$ cat config.mk
export PLATFORM = sky130hd
export DESIGN_NAME = axi_lite_regfile
export DESIGN_NICKNAME = d
export VERILOG_FILES = /design/src/rtl/axi_lite_regfile.sv
export SDC_FILE = /design/constraint.sdc
export NUM_CORES = 1
export LEC_CHECK = 0
export BUFFER_PORTS_ARGS = -buffer_cell sky130_fd_sc_hd__buf_2
export CORE_AREA = 2 2 468 470
export CTS_BUF_LIST = sky130_fd_sc_hd__clkbuf_4 sky130_fd_sc_hd__clkbuf_8
export CTS_CLUSTER_SIZE = 8
export DETAILED_ROUTE_END_ITERATION = 7
export DIE_AREA = 0 0 470 472
export PLACE_DENSITY = 0.3
export SYNTH_ARGS = -nofsm -noshare
export SYNTH_HDL_FRONTEND = slang
export SYNTH_SLANG_ARGS = --single-unit
export TNS_END_PERCENT = 5
$ cat constraint.sdc
create_clock -name ACLK -period 69 [get_ports ACLK]
set_clock_uncertainty 0.05 [all_clocks]
set_input_delay 13.8 -clock ACLK [delete_from_list [all_inputs] [get_ports ACLK]]
set_output_delay 13.8 -clock ACLK [all_outputs]
set_load 0.02 [all_outputs]
$ cat src/rtl/axi_lite_regfile.sv
// axi_lite_regfile: AXI4-Lite slave exposing C_NUM_REG registers inside the
// byte window [C_S_AXI_BASE_ADDR, C_S_AXI_HIGH_ADDR].
//
// Ports:
//   ACLK, ARESET            clock, asynchronous active-high reset
//   S_AXI_AW*/W*/B*         write address, write data, write response
//   S_AXI_AR*/R*            read address, read data
//   reg_out                 flattened register contents, reg i at [i*DW +: DW]
//   ro_in                   status values returned for read-only registers
//   wr_pulse                one-cycle notify per register on a committed write
//
// Handshake rule: a channel transfers on the rising ACLK edge where both
// VALID and READY are high. READY/VALID outputs here are registered, and a
// VALID held by this block never drops until its READY partner is seen.
//
// Optional macro AXI_LITE_REGFILE_ERR_RESP_EN: when defined, misses and
// writes to read-only registers answer SLVERR; otherwise every answer is OKAY.
module axi_lite_regfile #(
    parameter int C_S_AXI_ADDR_WIDTH = 32,
    parameter int C_S_AXI_DATA_WIDTH = 32,
    parameter logic [C_S_AXI_ADDR_WIDTH-1:0] C_S_AXI_BASE_ADDR = 32'h88000000,
    parameter logic [C_S_AXI_ADDR_WIDTH-1:0] C_S_AXI_HIGH_ADDR = 32'h880001FF,
    parameter int C_NUM_REG = 16,
    parameter logic [C_NUM_REG-1:0] C_RO_MASK = '0
) (
    input  logic                                    ACLK,
    input  logic                                    ARESET,
    input  logic [C_S_AXI_ADDR_WIDTH-1:0]           S_AXI_AWADDR,
    input  logic [2:0]                              S_AXI_AWPROT,
    input  logic                                    S_AXI_AWVALID,
    output logic                                    S_AXI_AWREADY,
    input  logic [C_S_AXI_DATA_WIDTH-1:0]           S_AXI_WDATA,
    input  logic [C_S_AXI_DATA_WIDTH/8-1:0]         S_AXI_WSTRB,
    input  logic                                    S_AXI_WVALID,
    output logic                                    S_AXI_WREADY,
    output logic [1:0]                              S_AXI_BRESP,
    output logic                                    S_AXI_BVALID,
    input  logic                                    S_AXI_BREADY,
    input  logic [C_S_AXI_ADDR_WIDTH-1:0]           S_AXI_ARADDR,
    input  logic [2:0]                              S_AXI_ARPROT,
    input  logic                                    S_AXI_ARVALID,
    output logic                                    S_AXI_ARREADY,
    output logic [C_S_AXI_DATA_WIDTH-1:0]           S_AXI_RDATA,
    output logic [1:0]                              S_AXI_RRESP,
    output logic                                    S_AXI_RVALID,
    input  logic                                    S_AXI_RREADY,
    output logic [C_NUM_REG*C_S_AXI_DATA_WIDTH-1:0] reg_out,
    input  logic [C_NUM_REG*C_S_AXI_DATA_WIDTH-1:0] ro_in,
    output logic [C_NUM_REG-1:0]                    wr_pulse
);
    localparam int AW    = C_S_AXI_ADDR_WIDTH;
    localparam int DW    = C_S_AXI_DATA_WIDTH;
    localparam int NB    = DW / 8;
    localparam int SHIFT = $clog2(NB);
    localparam int IDX_W = (C_NUM_REG > 1) ? $clog2(C_NUM_REG) : 1;
    localparam logic [AW-1:0]        NUM_REG_A = AW'(C_NUM_REG);
    localparam logic [C_NUM_REG-1:0] ONE_HOT0  = C_NUM_REG'(1);
    localparam logic [1:0] RESP_OKAY   = 2'b00;
    localparam logic [1:0] RESP_SLVERR = 2'b10;
`ifdef AXI_LITE_REGFILE_ERR_RESP_EN
    localparam logic ERR_EN = 1'b1;
`else
    localparam logic ERR_EN = 1'b0;
`endif

    typedef enum logic [1:0] {W_IDLE, W_WAIT, W_RESP} w_state_t;
    typedef enum logic       {R_IDLE, R_DATA}         r_state_t;

    w_state_t       w_state;
    r_state_t       r_state;
    logic [DW-1:0]  regs [C_NUM_REG];

    // Write-side capture of whichever channel arrived first.
    logic           aw_got, w_got;
    logic [AW-1:0]  awaddr_q;
    logic [DW-1:0]  wdata_q;
    logic [NB-1:0]  wstrb_q;

    logic           aw_hs, w_hs, aw_have, w_have, w_commit, w_ok;
    logic [AW-1:0]  w_addr, w_word;
    logic [DW-1:0]  w_data, w_merged;
    logic [NB-1:0]  w_strb;
    logic           w_hit, w_ro;
    logic [IDX_W-1:0] w_idx;

    logic           ar_hs, r_hit, r_ro;
    logic [AW-1:0]  r_word;
    logic [IDX_W-1:0] r_idx;
    logic [DW-1:0]  r_value;

    logic           unused_prot;
    assign unused_prot = ^{S_AXI_AWPROT, S_AXI_ARPROT};

    // A channel completing this edge is used directly, so a same-edge AW+W
    // commits without first going through W_WAIT.
    assign aw_hs   = S_AXI_AWVALID && S_AXI_AWREADY;
    assign w_hs    = S_AXI_WVALID && S_AXI_WREADY;
    assign aw_have = aw_got || aw_hs;
    assign w_have  = w_got || w_hs;
    assign w_addr  = aw_hs ? S_AXI_AWADDR : awaddr_q;
    assign w_data  = w_hs ? S_AXI_WDATA : wdata_q;
    assign w_strb  = w_hs ? S_AXI_WSTRB : wstrb_q;

    assign w_word  = (w_addr - C_S_AXI_BASE_ADDR) >> SHIFT;
    assign w_hit   = (w_addr >= C_S_AXI_BASE_ADDR) && (w_addr <= C_S_AXI_HIGH_ADDR)
                     && (w_word < NUM_REG_A);
    assign w_idx   = w_word[IDX_W-1:0];
    assign w_ro    = C_RO_MASK[w_idx];

    assign w_commit = (w_state != W_RESP) && aw_have && w_have;
    assign w_ok     = w_commit && w_hit && !w_ro;

    always_comb begin
        w_merged = regs[w_idx];
        for (int b = 0; b < NB; b++) begin
            if (w_strb[b]) w_merged[b*8 +: 8] = w_data[b*8 +: 8];
        end
    end

    assign ar_hs  = S_AXI_ARVALID && S_AXI_ARREADY;
    assign r_word = (S_AXI_ARADDR - C_S_AXI_BASE_ADDR) >> SHIFT;
    assign r_hit  = (S_AXI_ARADDR >= C_S_AXI_BASE_ADDR) && (S_AXI_ARADDR <= C_S_AXI_HIGH_ADDR)
                    && (r_word < NUM_REG_A);
    assign r_idx  = r_word[IDX_W-1:0];
    assign r_ro   = C_RO_MASK[r_idx];

    always_comb begin
        r_value = '0;
        if (r_hit) r_value = r_ro ? ro_in[r_idx*DW +: DW] : regs[r_idx];
    end

    // Register storage; read-only slots are never written and stay zero.
    always_ff @(posedge ACLK or posedge ARESET) begin
        if (ARESET) begin
            for (int i = 0; i < C_NUM_REG; i++) regs[i] <= '0;
        end else if (w_ok) begin
            regs[w_idx] <= w_merged;
        end
    end

    for (genvar i = 0; i < C_NUM_REG; i++) begin : g_out
        assign reg_out[i*DW +: DW] = regs[i];
    end

    always_ff @(posedge ACLK or posedge ARESET) begin
        if (ARESET) begin
            w_state       <= W_IDLE;
            aw_got        <= 1'b0;
            w_got         <= 1'b0;
            awaddr_q      <= '0;
            wdata_q       <= '0;
            wstrb_q       <= '0;
            S_AXI_AWREADY <= 1'b0;
            S_AXI_WREADY  <= 1'b0;
            S_AXI_BVALID  <= 1'b0;
            S_AXI_BRESP   <= RESP_OKAY;
            wr_pulse      <= '0;
        end else begin
            wr_pulse <= '0;
            case (w_state)
                W_IDLE, W_WAIT: begin
                    if (aw_hs) awaddr_q <= S_AXI_AWADDR;
                    if (w_hs) begin
                        wdata_q <= S_AXI_WDATA;
                        wstrb_q <= S_AXI_WSTRB;
                    end
                    if (w_commit) begin
                        w_state       <= W_RESP;
                        aw_got        <= 1'b0;
                        w_got         <= 1'b0;
                        S_AXI_AWREADY <= 1'b0;
                        S_AXI_WREADY  <= 1'b0;
                        S_AXI_BVALID  <= 1'b1;
                        S_AXI_BRESP   <= (ERR_EN && (!w_hit || w_ro)) ? RESP_SLVERR : RESP_OKAY;
                        if (w_ok) wr_pulse <= ONE_HOT0 << w_idx;
                    end else begin
                        // Also raises both READYs on the first edge after reset.
                        aw_got        <= aw_have;
                        w_got         <= w_have;
                        S_AXI_AWREADY <= !aw_have;
                        S_AXI_WREADY  <= !w_have;
                        w_state       <= (aw_have || w_have) ? W_WAIT : W_IDLE;
                    end
                end
                W_RESP: begin
                    if (S_AXI_BREADY) begin
                        S_AXI_BVALID  <= 1'b0;
                        S_AXI_AWREADY <= 1'b1;
                        S_AXI_WREADY  <= 1'b1;
                        w_state       <= W_IDLE;
                    end
                end
                default: w_state <= W_IDLE;
            endcase
        end
    end

    always_ff @(posedge ACLK or posedge ARESET) begin
        if (ARESET) begin
            r_state       <= R_IDLE;
            S_AXI_ARREADY <= 1'b0;
            S_AXI_RVALID  <= 1'b0;
            S_AXI_RDATA   <= '0;
            S_AXI_RRESP   <= RESP_OKAY;
        end else begin
            case (r_state)
                R_IDLE: begin
                    if (ar_hs) begin
                        // regs still holds its pre-commit value on this edge,
                        // so a colliding write is not visible to this read.
                        S_AXI_RDATA   <= r_value;
                        S_AXI_RRESP   <= (ERR_EN && !r_hit) ? RESP_SLVERR : RESP_OKAY;
                        S_AXI_RVALID  <= 1'b1;
                        S_AXI_ARREADY <= 1'b0;
                        r_state       <= R_DATA;
                    end else begin
                        S_AXI_ARREADY <= 1'b1;
                    end
                end
                R_DATA: begin
                    if (S_AXI_RREADY) begin
                        S_AXI_RVALID  <= 1'b0;
                        S_AXI_ARREADY <= 1'b1;
                        r_state       <= R_IDLE;
                    end
                end
                default: r_state <= R_IDLE;
            endcase
        end
    end
endmodule

==> results_dict.tcl, run 1 <==
set metrics [dict create \
    status "finished clean" \
    synth_top_area_share_pct 48.3 \
    worst-setup-path-type "primary input to flip-flop" \
    crit_required_ns 69.74 \
    grt_pass1_wl_um 278000 \
    fp.dieH_um 472 \
    finalCriticalPeriod_ns 17.48 \
    syn_inst 3060 \
    cts_hold_buffers 0 \
    pin_count 1194 \
    worst_slew_pin_slew_ns 1.39 \
    gp_congestion 0.783 \
    avgViaCountPerCell 4.39 \
    fin_crit_sh_pct 25.3 \
    hpwl_um 143000 \
    maxCapViolCount 0 \
    placed_cell_area_um2 39600 \
    drtIter0Drc 2446 \
    grt-ovfl-total 0 \
    fmax_ghz 0.0572 \
    crit_chain "buf_2, a21bo_2, and2_4, buf_4, buf_4, nor2_2, nand2b_1, nand2b_1, mux2_2" \
    cp_slowest_stage_delay_ns 0.81 \
    ys_types 61 \
    worstPathArrival_ns 18.22 \
    hold_depth 2 \
    rsz0062_at_grt "no" \
    clk_latency_ns 0.92 \
    r2r_start "S_AXI_AWREADY$_DFFE_PP0P_" \
    ctsResizeCount 0 \
    highest_layer "met5" \
    syn2layout_area_growth_pct 30.0 \
    die_w_um 470 \
    clockBufferDepth 3 \
    leakage_nw 19.5 \
    muxShareOfSynthArea_pct 21.0 \
    syn_avg_cell_area_um2 10.8 \
    ant_nets 0 \
    synth_warnings 0 \
    path_buf_inv 3 \
    relSlewSlack_pct 7.18 \
    slew_viol_final 0 \
    nNetsFinal 4270 \
    crit_fanout 35 \
    synth_edf_count 0 \
    setup-violations-final 0 \
    grt_max_degree 136 \
    ir_drop_mv 0.0217 \
    syn_area_um2 32900 \
    synth_top_family_by_area "multiplexers" \
    grt_pass1_vias 29000 \
    root_buffer "clkbuf_8" \
    synth-simple-area-share_pct 10.1 \
    async_flop_share_pct 100 \
    tritoncts "yes" \
    cts-htree-levels 4 \
    cts_setup_buffers 0 \
    slowest_stage "nand2b_1" \
    hold_path_end "S_AXI_RVALID$_DFFE_PP0P_" \
    grt_use_total_pct 18.2 \
    yosysTopAreaCell "dfrtp_1" \
    crit_family "simple AND/OR/NAND/NOR gates" \
    r2r_cells 8 \
    finalInstanceArea_um2 42800 \
    final_common_cell "buf_2" \
    synthAdderAreaFrac_pct 0.0760 \
    cp-start-kind "primary input" \
    wl_met1_um 90500 \
    reg2reg_slack_ns 63.99 \
    path_clk_slew_ns 0.06 \
    drive_gt1_share_pct 35.1 \
    cp-end-kind "flip-flop" \
    antenna_found_initial 36 \
    routed-wl-met3_um 14600 \
    hold_class "flip-flop to flip-flop" \
    rows 171 \
    r2r-end "reg_out[64]$_DFFE_PP0P_" \
    dieArea_um2 222000 \
    tns_ns 0 \
    routedWlPerCell_um 31.2 \
    coreArea_um2 217000 \
    drcViolationCount 0 \
    setup_slack_ns 51.52 \
    min_from "S_AXI_RVALID$_DFFE_PP0P_" \
    port_buffers 667 \
    synthXorXnorAreaFrac_pct 0.0798 \
    synth_seq_cells 636 \
    yosys-top-cells-area "dfrtp_1 (48%), mux4_2 (8.3%), mux2i_1 (8.1%)" \
    hold_violations 0 \
    dr_wl_met2_um 95500 \
    power.density_nw_per_um2 31.4 \
    cts-buffers-inserted 143 \
    seq_area_frac_synth_pct 48.3 \
    synth_compound_area_share_pct 16.2 \
    synth-main-ff-cell "dfrtp_1" \
    initial_core_util_pct 15.2 \
    final_cell_mix "buf_2 (663), dfrtp_1 (636), nand2_1 (567)" \
    wirelength_um 207000 \
    drt_pre_antenna_iters 5 \
    pre_cts_ws_ns 50.54 \
    num_vias 29100 \
    cts_sinks 636 \
]
per-stage QoR:
stage	total power [mW]	hold slack [ns]	cells	util, %
after floorplan	0.675	0.419	3063	-
after global placement	0.871	0.409	6352	18.3
after detailed placement	0.872	0.416	6352	18.3
after CTS	1.37	0.429	6606	19.8
after global routing	1.41	0.447	6617	19.8
final	1.34	0.423	6623	19.8
cells by family (layout without fill, tap and decap cells):
group           Yosys count  count (layout)
flops                   636             636
fa+ha+maj                 2               2
xor+xnor                  3               3
buf+inv                 327            1016
compound gates          781             781
simple gates            791             791
mux                     519             519
other cells               1              21
worst register-to-register path, cell delays in order (launching register included):
cell and delay (ns):
dfrtp_1 0.53, a21bo_2 0.23, and2_4 0.64, buf_4 0.72
buf_4 0.87, nor2_2 0.39, nand2b_1 0.22, nand2b_1 0.81
mux2_2 0.45
worst max path at each step:
stage | to | startpoint | cells after the start | slack, ns
global route | reg_out[468]$_DFFE_PP0P_ | S_AXI_AWVALID | 10 | 51.43
CTS | reg_out[465]$_DFFE_PP0P_ | S_AXI_AWVALID | 10 | 51.60
global placement | reg_out[471]$_DFFE_PP0P_ | S_AXI_AWVALID | 9 | 50.26
finish | reg_out[64]$_DFFE_PP0P_ | S_AXI_AWVALID | 9 | 51.52
floorplan | S_AXI_ARREADY$_DFFE_PP0P_ | ARESET | 1 | 37.33
detailed placement | reg_out[477]$_DFFE_PP0P_ | S_AXI_AWVALID | 9 | 50.54
sequential cells by signal (all words and copies together), names as in the netlist, 2 cells and up:
| register | cells |
|---|---|
| awaddr_q | 30 |
| reg_out | 512 |
| wdata_q | 32 |
| wr_pulse | 16 |
| S_AXI_RDATA | 32 |
| wstrb_q | 4 |
| w_state | 2 |
layout make-up:
class | instances | area [µm²]
Sequential cell | 636 | 15900
Multi-Input combinational cell | 2100 | 16000
Timing Repair Buffer | 750 | 4010
Fill cell | 23900 | 174000
Clock buffer | 230 | 2860
Tap cell | 2854 | 3570
Clock inverter | 24 | 322
Antenna cell | 17 | 42.5
Inverter | 12 | 52.6
per-layer routing:
| metal | track usage, % | vias up |
|---|---|---|
| li1 | - | 12600 |
| met1 | 24.0 | 15100 |
| met2 | 28.8 | 1123 |
| met3 | 5.01 | 251 |
| met4 | 5.81 | 26 |
| met5 | 0 | - |
power by group:
group          internal, mW  leakage [nW]  switching, mW
sequential            0.396          8.72         0.0141
combinational         0.114          9.11          0.331
clock                 0.282          1.69          0.207
total                 0.792          19.5          0.552
cells in the mapped netlist (18+ instances only):
| library cell | number |
|---|---|
| dfrtp_1 | 636 |
| nand2_1 | 569 |
| o21ai_0 | 275 |
| mux2i_1 | 265 |
| o31ai_1 | 260 |
| clkbuf_1 | 203 |
| mux2_2 | 130 |
| mux4_2 | 122 |
| o221ai_1 | 103 |
| nor2_1 | 77 |
| buf_2 | 62 |
| buf_1 | 31 |
| a21o_1 | 30 |
| o22ai_1 | 26 |
| nand2b_1 | 25 |
| nand3_1 | 24 |
| a21oi_1 | 23 |
| nor3_1 | 21 |
| and2_1 | 18 |
No activity file was read; power rests on OpenSTA's default activity.
==> inputs of run 2 (changes only) <==
clock period = 16.2 ns   (was 69 ns; I/O delays follow)
==> results_dict.tcl, run 2 (synthesized netlist as in run 1, its figures left out) <==
set metrics [dict create \
    final_cell_mix "buf_2 (663), dfrtp_1 (636), nand2_1 (567)" \
    power.density_nw_per_um2 134 \
    cts_setup_buffers 0 \
    p_sw_mw 2.40 \
    grt_pass1_wl_um 278000 \
    dieArea_um2 222000 \
    syn2layout_area_growth_pct 29.9 \
    hpwl_um 141000 \
    fp.dieH_um 472 \
    clockBufferDepth 3 \
    cp-end-kind "flip-flop" \
    port_buffers 667 \
    rows 171 \
    leakage_nw 19.5 \
    nNetsFinal 4271 \
    grt_max_degree 140 \
    num_vias 29000 \
    initial_core_util_pct 15.2 \
    multiInputGateArea_um2 16000 \
    avgViaCountPerCell 4.38 \
    ff_latch_area_um2 15900 \
    drtIter0Drc 2431 \
    utilization_pct 19.8 \
    ir_drop_mv 0.0932 \
    maxCapViolCount 0 \
    cts-htree-levels 4 \
    finalPower_mw 5.75 \
    p_int_mw 3.35 \
    whs_ns 0.423 \
    min_from "S_AXI_RDATA[6]$_DFFE_PP0P_" \
    finalCriticalPeriod_ns 6.67 \
    ctsResizeCount 0 \
    hold_violations 0 \
    r2r-end "reg_out[413]$_DFFE_PP0P_" \
    path_clk_slew_ns 0.06 \
    clkPwrFrac_pct 36.1 \
    cts_sinks 636 \
    status "finished clean" \
    largest_reg_flops 512 \
    grt_use_total_pct 18.3 \
    r2r_cells 8 \
    coreArea_um2 217000 \
    finalInstanceArea_um2 42800 \
    tritoncts "yes" \
    worst_slew_pin_slew_ns 1.31 \
    placed_cell_area_um2 39600 \
    swShare_pct 41.8 \
    wirelength_um 207000 \
    drt_pre_antenna_iters 5 \
    die_w_um 470 \
    antenna_found_initial 30 \
    final_common_cell "buf_2" \
    drcViolationCount 0 \
    hold_path_end "S_AXI_RDATA[6]$_DFFE_PP0P_" \
    grt_pass1_vias 29400 \
    hold_depth 2 \
    gp_congestion 0.789 \
    setup-violations-final 0 \
    combPwrFrac_pct 33.4 \
    cts_hold_buffers 0 \
    clk_latency_ns 0.92 \
    rsz0062_at_grt "no" \
    ant_nets 0 \
    relSlewSlack_pct 12.6 \
    crit_required_ns 16.88 \
    slew_viol_final 0 \
    crit_fanout 42 \
    drive_gt1_share_pct 35.1 \
    fill_cells 23900 \
    worst-setup-path-type "primary input to flip-flop" \
    worstPathArrival_ns 7.35 \
    grt-ovfl-total 0 \
    tns_ns 0 \
    routedWlPerCell_um 31.2 \
    cts-buffers-inserted 144 \
    pin_count 1194 \
    hold_class "flip-flop to flip-flop" \
    fin_crit_sh_pct 41.2 \
    power_frac_seq_pct 30.5 \
    reg2reg_slack_ns 11.44 \
    fmax_ghz 0.150 \
    worstSetupStartpoint "S_AXI_AWVALID" \
    cp-start-kind "primary input" \
    r2r_start "S_AXI_AWREADY$_DFFE_PP0P_" \
    root_buffer "clkbuf_8" \
]
-- run 2: stage by stage --
| step | instances | setup WS (ns) |
|---|---|---|
| 2_1_floorplan | 3063 | 4.22 |
| 3_3_place_gp | 6352 | 8.45 |
| 3_5_place_dp | 6352 | 8.42 |
| 4_1_cts | 6609 | 9.50 |
| 5_1_grt | 6613 | 9.33 |
| 6_report | 6624 | 9.53 |
-- run 2: how the worst max path moves through the flow --
stage                           endpoint  depth (start not counted)
2_1_floorplan  S_AXI_ARREADY$_DFFE_PP0P_                          1
3_3_place_gp    reg_out[445]$_DFFE_PP0P_                          9
3_5_place_dp     reg_out[61]$_DFFE_PP0P_                          9
4_1_cts         reg_out[125]$_DFFE_PP0P_                          9
5_1_grt         reg_out[253]$_DFFE_PP0P_                          8
6_report        reg_out[413]$_DFFE_PP0P_                          9
-- run 2: power by group through the flow --
stage	logic (mW)	registers [mW]	clock network, mW
floorplan	1.12	1.76	0
global placement	1.96	1.78	0
detailed placement	1.96	1.78	0
CTS	1.96	1.75	2.16
global route	2.04	1.76	2.22
finish	1.92	1.75	2.08
-- run 2: per-layer routing --
metal,share of wire [%],vias up,global-route usage [%]
met1,43,15100,23.4
met5,0.070,-,0
li1,-,12600,-
met3,6.9,238,5.29
met4,3.1,24,5.86
met2,47,1084,29.4
-- run 2: worst max-delay path, stage by stage --
cell and delay, ns:
buf_2 0.15, a21bo_2 0.25, nand2_4 0.06, buf_4 0.70, buf_4 0.76, mux4_2 0.49
a2111o_1 0.50, o21ai_2 0.77, o21ai_0 0.22
-- run 2: area by class of cell --
type                    count  share of cell area [%]
well taps                2854                    8.34
clock inverters            39                   0.947
clock buffers             218                    6.44
diodes                     15                  0.0877
flip-flops and latches    636                    37.2
inverters                  12                   0.114
repair buffers            750                    9.41
multi-input cells        2100                    37.5
